<file path="config.mk">
export PLATFORM = sky130hd
export DESIGN_NAME = gf256_mat_sparvec_mac_flat
export DESIGN_NICKNAME = d
export VERILOG_FILES = /design/src/rtl/gf256_mat_sparvec_mac_if.sv /design/src/rtl/gf256_mat_sparvec_mac.sv /design/src/flat_wrapper.sv
export SDC_FILE = /design/constraint.sdc
export NUM_CORES = 2
export LEC_CHECK = 0
export ABC_CLOCK_PERIOD_IN_PS = 8840
export BUFFER_PORTS_ARGS = -buffer_cell sky130_fd_sc_hd__buf_2
export CORE_ASPECT_RATIO = 1.75
export CORE_MARGIN = 3
export CORE_UTILIZATION = 40
export DETAILED_ROUTE_END_ITERATION = 6
export PLACE_DENSITY = 0.57
export SYNTH_ARGS = -nofsm -noshare
export SYNTH_HDL_FRONTEND = slang
export SYNTH_SLANG_ARGS = --single-unit
</file>
<file path="constraint.sdc">
create_clock -name i_clk -period 8.84 [get_ports i_clk]
set_clock_uncertainty 0.05 [all_clocks]
set_input_delay 0.884 -clock i_clk [delete_from_list [all_inputs] [get_ports i_clk]]
set_output_delay 0.884 -clock i_clk [all_outputs]
set_load 0.005 [all_outputs]
</file>
<file path="src/rtl/gf256_mat_sparvec_mac_if.sv">
// rtl/gf256_mat_sparvec_mac_if.sv - control, x-list, H, preload and readout bus of the GF(2^8) mat x sparse-vec MAC
interface gf256_mat_sparvec_mac_if #(
    parameter int ROWS_BYTES = 104,
    parameter int N_COLS     = 126,
    parameter int WEIGHT     = 79,
    parameter int LANES      = 8
);
    localparam int W         = 8 * LANES;
    localparam int ROW_WORDS = (ROWS_BYTES + LANES - 1) / LANES;
    localparam int RA_W      = $clog2(ROW_WORDS);
    localparam int VA_W      = (WEIGHT > 1) ? $clog2(WEIGHT) : 1;
    localparam int POS_W     = $clog2(N_COLS) + 1;
    localparam int MA_W      = $clog2(N_COLS * ROW_WORDS);

    logic              i_start;
    logic              i_acc;
    logic              o_busy;
    logic              o_done;
    logic              o_err;
    logic              o_vec_rd;
    logic [VA_W-1:0]   o_vec_addr;
    logic [POS_W+7:0]  i_vec;
    logic              o_mat_rd;
    logic [MA_W-1:0]   o_mat_addr;
    logic [W-1:0]      i_mat;
    logic              i_pre_wen;
    logic [RA_W-1:0]   i_pre_addr;
    logic [W-1:0]      i_pre_data;
    logic              i_res_rd;
    logic [RA_W-1:0]   i_res_addr;
    logic [W-1:0]      o_res;

    modport slave (
        input  i_start, i_acc, i_vec, i_mat, i_pre_wen, i_pre_addr, i_pre_data, i_res_rd, i_res_addr,
        output o_busy, o_done, o_err, o_vec_rd, o_vec_addr, o_mat_rd, o_mat_addr, o_res
    );

    modport master (
        output i_start, i_acc, i_vec, i_mat, i_pre_wen, i_pre_addr, i_pre_data, i_res_rd, i_res_addr,
        input  o_busy, o_done, o_err, o_vec_rd, o_vec_addr, o_mat_rd, o_mat_addr, o_res
    );
endinterface

</file>
<file path="src/rtl/gf256_mat_sparvec_mac.sv">
// rtl/gf256_mat_sparvec_mac.sv - y = (acc ? y : 0) ^ H*x over GF(2^8), H column-major, x as (pos,val) list
// Optional: GF_ZERO_SKIP_EN skips streaming of val==0 entries.
module gf256_mat_sparvec_mac #(
    parameter int ROWS_BYTES = 104,
    parameter int N_COLS     = 126,
    parameter int WEIGHT     = 79,
    parameter int LANES      = 8
) (
    input  logic                    i_clk,
    input  logic                    i_rst,
    gf256_mat_sparvec_mac_if.slave  bus
);
    localparam int W         = 8 * LANES;
    localparam int ROW_WORDS = (ROWS_BYTES + LANES - 1) / LANES;
    localparam int RA_W      = $clog2(ROW_WORDS);
    localparam int VA_W      = (WEIGHT > 1) ? $clog2(WEIGHT) : 1;
    localparam int POS_W     = $clog2(N_COLS) + 1;
    localparam int MA_W      = $clog2(N_COLS * ROW_WORDS);

    typedef enum logic [2:0] {IDLE, CLEAR, FETCH, LATCH, STREAM, DRAIN, DONE} state_t;

    function automatic logic [7:0] gf_mul(input logic [7:0] a, input logic [7:0] b);
        logic [7:0] p;
        logic [7:0] x;
        p = 8'h00;
        x = a;
        for (int i = 0; i < 8; i++) begin
            if (b[i]) p = p ^ x;
            x = {x[6:0], 1'b0} ^ (x[7] ? 8'h1B : 8'h00);
        end
        return p;
    endfunction

    state_t            state_q, state_d;
    logic              acc_q, acc_d, err_q, err_d;
    logic [VA_W-1:0]   ent_q, ent_d;
    logic [RA_W-1:0]   k_q, k_d;
    logic [POS_W-1:0]  pos_q, pos_d;
    logic [7:0]        val_q, val_d;
    logic              s1_vld_q, s1_vld_d;
    logic [RA_W-1:0]   s1_k_q, s1_k_d;
    logic              s2_we_q, s2_we_d;
    logic [RA_W-1:0]   s2_k_q, s2_k_d;
    logic [W-1:0]      s2_data_q, s2_data_d;
    logic [W-1:0]      rd_q, rd_d;
    logic [W-1:0]      mem_q [ROW_WORDS];

    logic              busy, adv;
    logic              mem_we, mem_re;
    logic [RA_W-1:0]   mem_waddr, mem_raddr;
    logic [W-1:0]      mem_wdata;
    logic [POS_W-1:0]  vec_pos;
    logic [7:0]        vec_val;

    always_comb begin
        state_d   = state_q;
        acc_d     = acc_q;
        err_d     = err_q;
        ent_d     = ent_q;
        k_d       = k_q;
        pos_d     = pos_q;
        val_d     = val_q;
        adv       = 1'b0;
        mem_we    = 1'b0;
        mem_re    = 1'b0;
        mem_waddr = s2_k_q;
        mem_raddr = k_q;
        mem_wdata = s2_data_q;
        busy      = (state_q != IDLE) && (state_q != DONE);
        vec_pos   = bus.i_vec[POS_W+7:8];
        vec_val   = bus.i_vec[7:0];
        s1_vld_d  = 1'b0;
        s1_k_d    = k_q;
        s2_we_d   = s1_vld_q;
        s2_k_d    = s1_k_q;
        // rd_q holds y word k and i_mat holds H word k in the cycle after the STREAM issue
        for (int l = 0; l < LANES; l++) begin
            s2_data_d[W-1-8*l -: 8] = rd_q[W-1-8*l -: 8] ^ gf_mul(bus.i_mat[W-1-8*l -: 8], val_q);
        end

        if (!busy && bus.i_pre_wen) begin
            mem_we    = 1'b1;
            mem_waddr = bus.i_pre_addr;
            mem_wdata = bus.i_pre_data;
        end
        if (s2_we_q) begin
            mem_we    = 1'b1;
            mem_waddr = s2_k_q;
            mem_wdata = s2_data_q;
        end
        if (!busy && bus.i_res_rd) begin
            mem_re    = 1'b1;
            mem_raddr = bus.i_res_addr;
        end

        case (state_q)
            IDLE: begin
                if (bus.i_start) begin
                    acc_d   = bus.i_acc;
                    err_d   = 1'b0;
                    ent_d   = '0;
                    k_d     = '0;
                    state_d = bus.i_acc ? FETCH : CLEAR;
                end
            end
            CLEAR: begin
                mem_we    = 1'b1;
                mem_waddr = k_q;
                mem_wdata = '0;
                if (k_q == RA_W'(ROW_WORDS - 1)) begin
                    k_d     = '0;
                    state_d = FETCH;
                end else begin
                    k_d = k_q + 1'b1;
                end
            end
            FETCH: state_d = LATCH;
            LATCH: begin
                pos_d = vec_pos;
                val_d = vec_val;
                k_d   = '0;
                if (vec_pos >= POS_W'(N_COLS)) begin
                    err_d = 1'b1;
                    adv   = 1'b1;
                end
`ifdef GF_ZERO_SKIP_EN
                else if (vec_val == 8'h00) begin
                    adv = 1'b1;
                end
`endif
                else begin
                    state_d = STREAM;
                end
            end
            STREAM: begin
                mem_re    = 1'b1;
                mem_raddr = k_q;
                s1_vld_d  = 1'b1;
                s1_k_d    = k_q;
                if (k_q == RA_W'(ROW_WORDS - 1)) adv = 1'b1;
                else k_d = k_q + 1'b1;
            end
            DRAIN: begin
                if (k_q == RA_W'(1)) state_d = DONE;
                else k_d = k_q + 1'b1;
            end
            DONE:    state_d = IDLE;
            default: state_d = IDLE;
        endcase

        if (adv) begin
            k_d = '0;
            if (ent_q == VA_W'(WEIGHT - 1)) begin
                state_d = DRAIN;
            end else begin
                ent_d   = ent_q + 1'b1;
                state_d = FETCH;
            end
        end

        // write-first: a read of the word being written this cycle returns the new data
        rd_d = rd_q;
        if (mem_re) begin
            rd_d = (mem_we && (mem_waddr == mem_raddr)) ? mem_wdata : mem_q[mem_raddr];
        end
    end

    always_ff @(posedge i_clk) begin
        if (i_rst) begin
            state_q   <= IDLE;
            acc_q     <= 1'b0;
            err_q     <= 1'b0;
            ent_q     <= '0;
            k_q       <= '0;
            pos_q     <= '0;
            val_q     <= '0;
            s1_vld_q  <= 1'b0;
            s1_k_q    <= '0;
            s2_we_q   <= 1'b0;
            s2_k_q    <= '0;
            s2_data_q <= '0;
            rd_q      <= '0;
        end else begin
            state_q   <= state_d;
            acc_q     <= acc_d;
            err_q     <= err_d;
            ent_q     <= ent_d;
            k_q       <= k_d;
            pos_q     <= pos_d;
            val_q     <= val_d;
            s1_vld_q  <= s1_vld_d;
            s1_k_q    <= s1_k_d;
            s2_we_q   <= s2_we_d;
            s2_k_q    <= s2_k_d;
            s2_data_q <= s2_data_d;
            rd_q      <= rd_d;
        end
    end

    always_ff @(posedge i_clk) begin
        if (mem_we) mem_q[mem_waddr] <= mem_wdata;
    end

    assign bus.o_busy     = busy;
    assign bus.o_done     = (state_q == DONE);
    assign bus.o_err      = err_q;
    assign bus.o_vec_rd   = (state_q == FETCH);
    assign bus.o_vec_addr = ent_q;
    assign bus.o_mat_rd   = (state_q == STREAM);
    assign bus.o_mat_addr = MA_W'(pos_q) * MA_W'(ROW_WORDS) + MA_W'(k_q);
    assign bus.o_res      = rd_q;
endmodule

</file>
<file path="src/flat_wrapper.sv">
// flat-port wrapper written by rule: the top's interface ports become plain ports
module gf256_mat_sparvec_mac_flat 
#(
    parameter int ROWS_BYTES = 104,
    parameter int N_COLS     = 126,
    parameter int WEIGHT     = 79,
    parameter int LANES      = 8
)
  (i_clk, i_rst, bus_i_start, bus_i_acc, bus_i_vec, bus_i_mat, bus_i_pre_wen, bus_i_pre_addr, bus_i_pre_data, bus_i_res_rd, bus_i_res_addr, bus_o_busy, bus_o_done, bus_o_err, bus_o_vec_rd, bus_o_vec_addr, bus_o_mat_rd, bus_o_mat_addr, bus_o_res);
  gf256_mat_sparvec_mac_if #(.ROWS_BYTES(ROWS_BYTES), .N_COLS(N_COLS), .WEIGHT(WEIGHT), .LANES(LANES)) bus_i ();
  input  logic i_clk;
  input  logic i_rst;
  input wire logic [$bits(bus_i.i_start)-1:0] bus_i_start;
  input wire logic [$bits(bus_i.i_acc)-1:0] bus_i_acc;
  input wire logic [$bits(bus_i.i_vec)-1:0] bus_i_vec;
  input wire logic [$bits(bus_i.i_mat)-1:0] bus_i_mat;
  input wire logic [$bits(bus_i.i_pre_wen)-1:0] bus_i_pre_wen;
  input wire logic [$bits(bus_i.i_pre_addr)-1:0] bus_i_pre_addr;
  input wire logic [$bits(bus_i.i_pre_data)-1:0] bus_i_pre_data;
  input wire logic [$bits(bus_i.i_res_rd)-1:0] bus_i_res_rd;
  input wire logic [$bits(bus_i.i_res_addr)-1:0] bus_i_res_addr;
  output wire logic [$bits(bus_i.o_busy)-1:0] bus_o_busy;
  output wire logic [$bits(bus_i.o_done)-1:0] bus_o_done;
  output wire logic [$bits(bus_i.o_err)-1:0] bus_o_err;
  output wire logic [$bits(bus_i.o_vec_rd)-1:0] bus_o_vec_rd;
  output wire logic [$bits(bus_i.o_vec_addr)-1:0] bus_o_vec_addr;
  output wire logic [$bits(bus_i.o_mat_rd)-1:0] bus_o_mat_rd;
  output wire logic [$bits(bus_i.o_mat_addr)-1:0] bus_o_mat_addr;
  output wire logic [$bits(bus_i.o_res)-1:0] bus_o_res;
  assign bus_i.i_start = bus_i_start;
  assign bus_i.i_acc = bus_i_acc;
  assign bus_i.i_vec = bus_i_vec;
  assign bus_i.i_mat = bus_i_mat;
  assign bus_i.i_pre_wen = bus_i_pre_wen;
  assign bus_i.i_pre_addr = bus_i_pre_addr;
  assign bus_i.i_pre_data = bus_i_pre_data;
  assign bus_i.i_res_rd = bus_i_res_rd;
  assign bus_i.i_res_addr = bus_i_res_addr;
  assign bus_o_busy = bus_i.o_busy;
  assign bus_o_done = bus_i.o_done;
  assign bus_o_err = bus_i.o_err;
  assign bus_o_vec_rd = bus_i.o_vec_rd;
  assign bus_o_vec_addr = bus_i.o_vec_addr;
  assign bus_o_mat_rd = bus_i.o_mat_rd;
  assign bus_o_mat_addr = bus_i.o_mat_addr;
  assign bus_o_res = bus_i.o_res;
  gf256_mat_sparvec_mac #(.ROWS_BYTES(ROWS_BYTES), .N_COLS(N_COLS), .WEIGHT(WEIGHT), .LANES(LANES)) u_core (.i_clk(i_clk), .i_rst(i_rst), .bus(bus_i));
endmodule
</file>
Word-level counts from Yosys, hierarchy flattened
Memories as Yosys holds them, arrays and structs flattened. A register that Yosys moved wholly into a read port is not among the register bits.
Cells that the tools add are included.
{"block": "word_totals", "mem_bits_rw": 832, "in_bits": 158, "memories": 1, "regBits": 105, "output_inout_bits": 87, "word_cells": 327}
{"block": "classes", "n_addsub": 3, "eq_ne": 19, "magnitude_cmp": 1, "muxes": 159, "bitwise": 120, "mul": 1, "reduce_logical": 12}
{"name": "u_core.mem_q", "depth": 13, "word_bits": 64, "read_ports": 1, "rd_ports_with_merged_regs": 1, "wr": 1, "line": "gf256_mat_sparvec_mac.sv:46", "source": "logic [W-1:0] mem_q [ROW_WORDS];"}
{"operator": "$xor A8 B8 Y8", "n": 120}
{"operator": "$mux W8", "n": 64}
{"operator": "$mux W5", "n": 56}
{"operator": "$mux W64", "n": 3}
{"operator": "$mux W4", "n": 9}
{"operator": "$mux W7", "n": 4}
{"operator": "$pmux W4 S5", "n": 1}
{"operator": "$mux W3", "n": 6}
{"operator": "$pmux W3 S6", "n": 1}
{"operator": "$mux W1", "n": 12}
{"operator": "$add A11 B4 Y11", "n": 1}
{"operator": "$mul A8 B4 Y11 const B", "n": 1}
{"operator": "$eq A3 B3 Y1 const B", "n": 3}
{"operator": "$ge A8 B7 Y1 const B", "n": 1}
{"operator": "$add A7 B1 Y7 const B", "n": 1}
{"operator": "$eq A7 B7 Y1 const B", "n": 1}
{"operator": "$eq A3 B2 Y1 const B", "n": 2}
{"operator": "$ne A2 B2 Y1 const B", "n": 3}
{"operator": "$ne A3 B1 Y1 const B", "n": 2}
{"operator": "$ne A3 B2 Y1 const B", "n": 2}
{"operator": "$reduce_and A5 Y1", "n": 1}
{"operator": "$reduce_bool A5 Y1", "n": 1}
{"operator": "$add A4 B1 Y4 const B", "n": 1}
{"operator": "$eq A4 B1 Y1 const B", "n": 1}
{"operator": "14 further kinds", "n": 18}

Depth between registers and ports, before layout
{"block": "depth", "word_depth": 17, "ltp_mapped": 13}

Worst setup path before layout
No wires, ideal clock.
{"block": "synth_path", "path_kind": "input to register", "from": "in bus_i_pre_wen", "to": "mem u_core.mem_q[12][0] (netlist bit), enable pin", "t_arrival_ns": 7.942, "setup_ns": 0.644, "stages": 6, "setup_slack_ns": 0.204, "cell_sequence": "nor2b_1 -> nand3_1 -> mux2i_1 -> o21ai_1 -> nand2b_1 -> nor4_1"}
{"block": "synth_between", "elab_chain_cells": 6, "word_cells_on_any_way": 9}
{"element": "start: declaration", "line": "flat_wrapper.sv:17", "source": "input wire logic [$bits(bus_i.i_pre_wen)-1:0] bus_i_pre_wen;"}
{"element": "$logic_and A1 B1 Y1 *", "line": "gf256_mat_sparvec_mac.sv:81", "source": "if (!busy && bus.i_pre_wen) begin"}
{"element": "$mux W1", "line": "gf256_mat_sparvec_mac.sv:81"}
{"element": "$mux W1", "line": "gf256_mat_sparvec_mac.sv:86", "source": "if (s2_we_q) begin"}
{"element": "$mux W1", "line": "gf256_mat_sparvec_mac.sv:96", "source": "case (state_q)"}
{"element": "$mux W1", "line": "gf256_mat_sparvec_mac.sv:201", "source": "if (mem_we) mem_q[mem_waddr] <= mem_wdata;"}
{"element": "$mux W1 (not written as such)", "line": "gf256_mat_sparvec_mac.sv:201"}
{"element": "end: declaration", "line": "gf256_mat_sparvec_mac.sv:46"}
Every way passes the cells marked *; elsewhere a longest branch is shown, timed or not.

Worst setup path in the final report
{"block": "layout_path", "from": "reg u_core.state_q[2]", "to": "reg u_core.rd_q[45] (netlist: u_core.bus.o_res[45]) (read register of u_core.mem_q)"}
{"block": "layout_between", "elab_chain_cells": 6, "word_cells_on_any_way": 10}
{"element": "start: declaration", "line": "gf256_mat_sparvec_mac.sv:34", "source": "state_t state_q, state_d;"}
{"element": "start signal: assignment", "line": "gf256_mat_sparvec_mac.sv:184", "source": "state_q <= state_d;"}
{"element": "$ne A3 B3 Y1 or $reduce_bool A3 Y1 (tied branches)", "line": "gf256_mat_sparvec_mac.sv:69", "source": "busy = (state_q != IDLE) && (state_q != DONE);"}
{"element": "$logic_and A1 B1 Y1", "line": "gf256_mat_sparvec_mac.sv:69"}
{"element": "$logic_not A1 Y1", "line": "gf256_mat_sparvec_mac.sv:91", "source": "if (!busy && bus.i_res_rd) begin"}
{"element": "$logic_and A1 B1 Y1", "line": "gf256_mat_sparvec_mac.sv:91"}
{"element": "$mux W4 or $mux W1 (tied branches)", "line": "gf256_mat_sparvec_mac.sv:91"}
{"element": "$mux W4 or $mux W1 (tied branches)", "line": "gf256_mat_sparvec_mac.sv:96"}
{"element": "end: declaration", "line": "gf256_mat_sparvec_mac.sv:45", "source": "logic [W-1:0] rd_q, rd_d;"}
Parallel ways exist; a longest one is shown, timed or not.
A chain may end at the register's enable or synchronous reset.

==> flow_results.org <==
** Status
- The flow ran to the end, and the final reports show no timing, DRC or antenna violations.

** Power
- Worst VDD drop :: 140.2 uV
- Power comes to 13.43 mW.
- Leak :: 20.09 nW
- Power Density :: 225.7 nW/um^2

** Clocking
- CTS H-tree depth :: 3
- Once the clock tree was built, the setup fixing pass inserted 0 buffers.
- In this run the clock root is driven by a clkbuf_16.
- CTS saw 1001 sinks.
- After clock tree synthesis, the clock-pin slew on the worst setup and hold paths is around 0.07 ns.
- The clock reaches the later pin of the worst-skew pair after 0.70 ns.
- The number of hold buffers added after CTS was 0.
- Number of CTS-inserted buffers :: 90
- No sink is reached through more buffers than the 3 on the longest clock path.
- After clock tree synthesis, the repair step resized 0 gates.
- TritonCTS built the clock tree.

** Yosys
- Summed instance area of the synthesized netlist :: 53670 um^2
- Cell types occupying the most area after synthesis :: edfxtp_1 47%, xnor2_1 7.8%, dfxtp_1 6.3%, nand2_1 5.4%, mux2i_1 4.3%
- Number of enable flip-flop cells after synthesis :: 832
- Fraction of the mapped netlist area in simple logic gates :: 0.1243
- Counting instances in the post-synthesis netlist gives the leading cell types as 832 x edfxtp_1, 779 x nand2_1, 479 x xnor2_1.
- Flip-flop cell with the highest count after synthesis :: edfxtp_1
- In this run, distinct cell masters in the synthesized netlist total 66.
- The number of nets in the synthesized netlist is 4945.
- Sequential fraction of the synthesis area :: 0.5286
- Cell with the most instances after synthesis :: edfxtp_1
- Of the total synthesized cell area, the portion taken by XOR and XNOR cells is 0.1193.
- Mux cell area share after synthesis :: 0.07221
- Post-Synth Adder-Cell Area :: 0.01017
- Synth warnings :: 0
- Main combinational cell family by area after synthesis :: simple AND/OR/NAND/NOR gates
- Syn_area_per_cell :: about 11 um^2
- Counting every instance in the synthesized netlist gives 4747.
- Proportion of synthesized flip-flops having asynchronous set or reset :: 0
- In this run, synthesis produced a sequential element count of 1001.
- Yosys top cell area share :: 0.4656
- Summed over all instances, the cell type with the most area after synthesis is edfxtp_1.
- The synthesized-area fraction occupied by ao, oa, aoi and oai cells is 0.1119.

** Global route
- GRT met1 Usage :: 0.2971
- In the global route stage, met2 resource usage came out at 0.4067.
- Global routing finished with a remaining overflow of 0.
- Most congested layer reported by global routing :: met2
- Met3 routing resource usage after global routing :: 0.03221
- The initial antenna violation count was 5.
- Maximum number of pins on one net before global-route repair :: 166
- The number of global-route vias before repair was 37440.
- Global-route wire length before repair :: 245.4 mm
- Total routing usage reported by global routing :: 0.2341

** STA
- Slew Limit Headroom :: 0.07084
- Max-slew violations :: 0
- Post-route minimum period :: 5.525 ns
- In the finished design, the share of the clock period the worst path needs comes to 0.6250.
- Based on the critical path, the design can be clocked at up to 0.1810 GHz.
- Total negative setup slack :: 0 ns
- At the pin with the least slew margin, the transition time is 1.389 ns.
- Setup repair after global routing left no endpoint under its margin.
- Number of failing hold endpoints at the final stage :: 0
- Final setup violating endpoints :: 0

** Cells and area
- After the last flow step, the layout net total stands at 4962.
- Util after Layout :: 0.4469
- The finished layout holds ~6600 standard cells, fillers aside.
- Fraction of final layout cells sized beyond drive strength 1 :: 0.1262
- The finished cells cover 59490 um^2.
- Post-synthesis to final-layout area growth :: 10.85%

** Placed design
- Detailed Place HPWL :: 104.0 mm
- Number of placed instances with taps included :: between 6000 and 7000
- Input and output buffers added on the ports amount to roughly 240.
- The congestion estimate from routability-driven global placement came to 0.8408.
- Once placement finished, the instance area stood at 56380 um^2.

** Route
- The final layout contains routed wiring with a total length of between 150 and 200 mm.
- The first routing iteration left 3131 violations.
- The pre-antenna-repair detailed-routing pass consisted of 5 iterations.
- DRC errors left :: 0
- Dividing the detail-routed wire length by the instance count gives 25.03 um.
- Vias per cell :: roughly 5.7
- Once detail routing completed, the nets flagged for antenna violations numbered 0.
- Vias after detailed routing :: 37710

** Floorplanning
- The initial utilization of the core area, before any placement, comes to 0.4032.
- Total number of placement rows :: 177
- The die covers roughly 140000 um^2.
- Core region area :: approximately 130000 um^2
- The die is 490.5 um tall.
- The die is 282.9 um wide.
- Count of boundary I/O pins :: 245

** Setup path
- The worst setup path is of the reg -> reg kind.
- Counting cells, the worst reg-to-reg path comes to 8.
- CP Max Fanout :: 62
- The worst setup path is launched from a flop.
- CP Data Required Time :: 9.40 ns
- The worst setup path is captured at a flop.
- For the worst setup path, the data arrival time is 6.08 ns.

** Flow run
- Max-cap violations in this run came to 0.

** Worst hold path
- The worst hold path passes through 3 cells.
- The min-delay analysis places its worst path in the category in -> reg.
[placed cells by master, fill, tap and decap left out, types with 10 or more instances in the layout]
cell type  count
nor2_1       401
xor3_1        17
xnor2_1      479
nor2_4        14
o21ai_0       25
xnor3_1       12
nand3b_1      13
o221a_2       21
dfxtp_1      159
a21oi_1      123
ha_1          34
nor2b_1       18
a22oi_1      108
o221a_1       44
nand3_1       10
nand2b_1     263
nand2_1      778
xor2_1       171
inv_1         47
clkbuf_16     93
edfxtp_1     832
mux2i_1      231
a2111oi_0    129
clkinv_2      11
buf_4         75
mux4_2        64
clkbuf_1      16
bufinv_16     11
a221o_1       64
a32oi_1      133
buf_2        241
a22o_1        67
[registers in the layout, summed over array words and instances (netlist names), 7 cells and up]
register               count
u_core.bus.o_res          64
u_core.val_q               8
u_core.s2_data_q          64
u_core.pos_q               8
u_core.mem_q             832
u_core.bus.o_vec_addr      7
[critical path, stage by stage, from the launching register on]
cell	delay (ns)
dfxtp_1	0.58
xnor2_4	1.07
buf_4	0.70
nand4_1	0.40
nand2_4	0.61
xor2_1	0.24
o41ai_4	0.48
buf_4	0.88
o221a_2	0.35
[metal layers]
metal  vias up  part of all wire
li1      17120                 -
met1     19060              0.40
met2      1284              0.50
met3       244             0.059
met4         0             0.033
met5         -                 0
[final timing paths]
kind                                        start                   end  slack, ns
worst max register to register  u_core.state_q[2]  u_core.bus.o_res[45]       3.31
worst min-delay path                 bus_i_vec[5]       u_core.val_q[5]       0.36
worst max-delay path            u_core.state_q[2]  u_core.bus.o_res[45]       3.31
worst min register to register    u_core.s1_vld_q        u_core.s2_we_q       0.40
[through the flow]
step	setup WS [ns]	hold WS [ns]
after CTS	3.300	0.3158
after floorplan	0.2039	0.3638
after global routing	3.039	0.3539
after global placement	3.431	0.3730
after detailed placement	3.353	0.3792
final	3.315	0.3644
[report_power, final]
part / internal [mW] / total [mW] / switching (mW)
Combinational: 1.17 / 3.28 / 2.11
Clock: 2.32 / 4.16 / 1.85
Sequential: 5.72 / 5.98 / 0.260
Total: 9.21 / 13.4 / 4.22
[final cells by class]
class / instances / area (um^2)
inverter: 49 / 188.9
clock inverter: 54 / 643.1
fill: 12250 / 73610
timing repair buffer: 320 / 1832
tap: 1790 / 2240
multi-input combinational: 3302 / 23730
clock buffer: 114 / 2456
antenna: 4 / 10.01
sequential: 1001 / 28380
[logic make-up after synthesis]
logic type / after synthesis
AND/OR/NAND/NOR: 1539
flip-flops: 1001
AO/OA/AOI/OAI: 736
XOR/XNOR: 681
buffers and inverters: 444
multiplexers: 306
adder cells (fa/ha/maj): 40
Power figures use the tool's default switching activity.
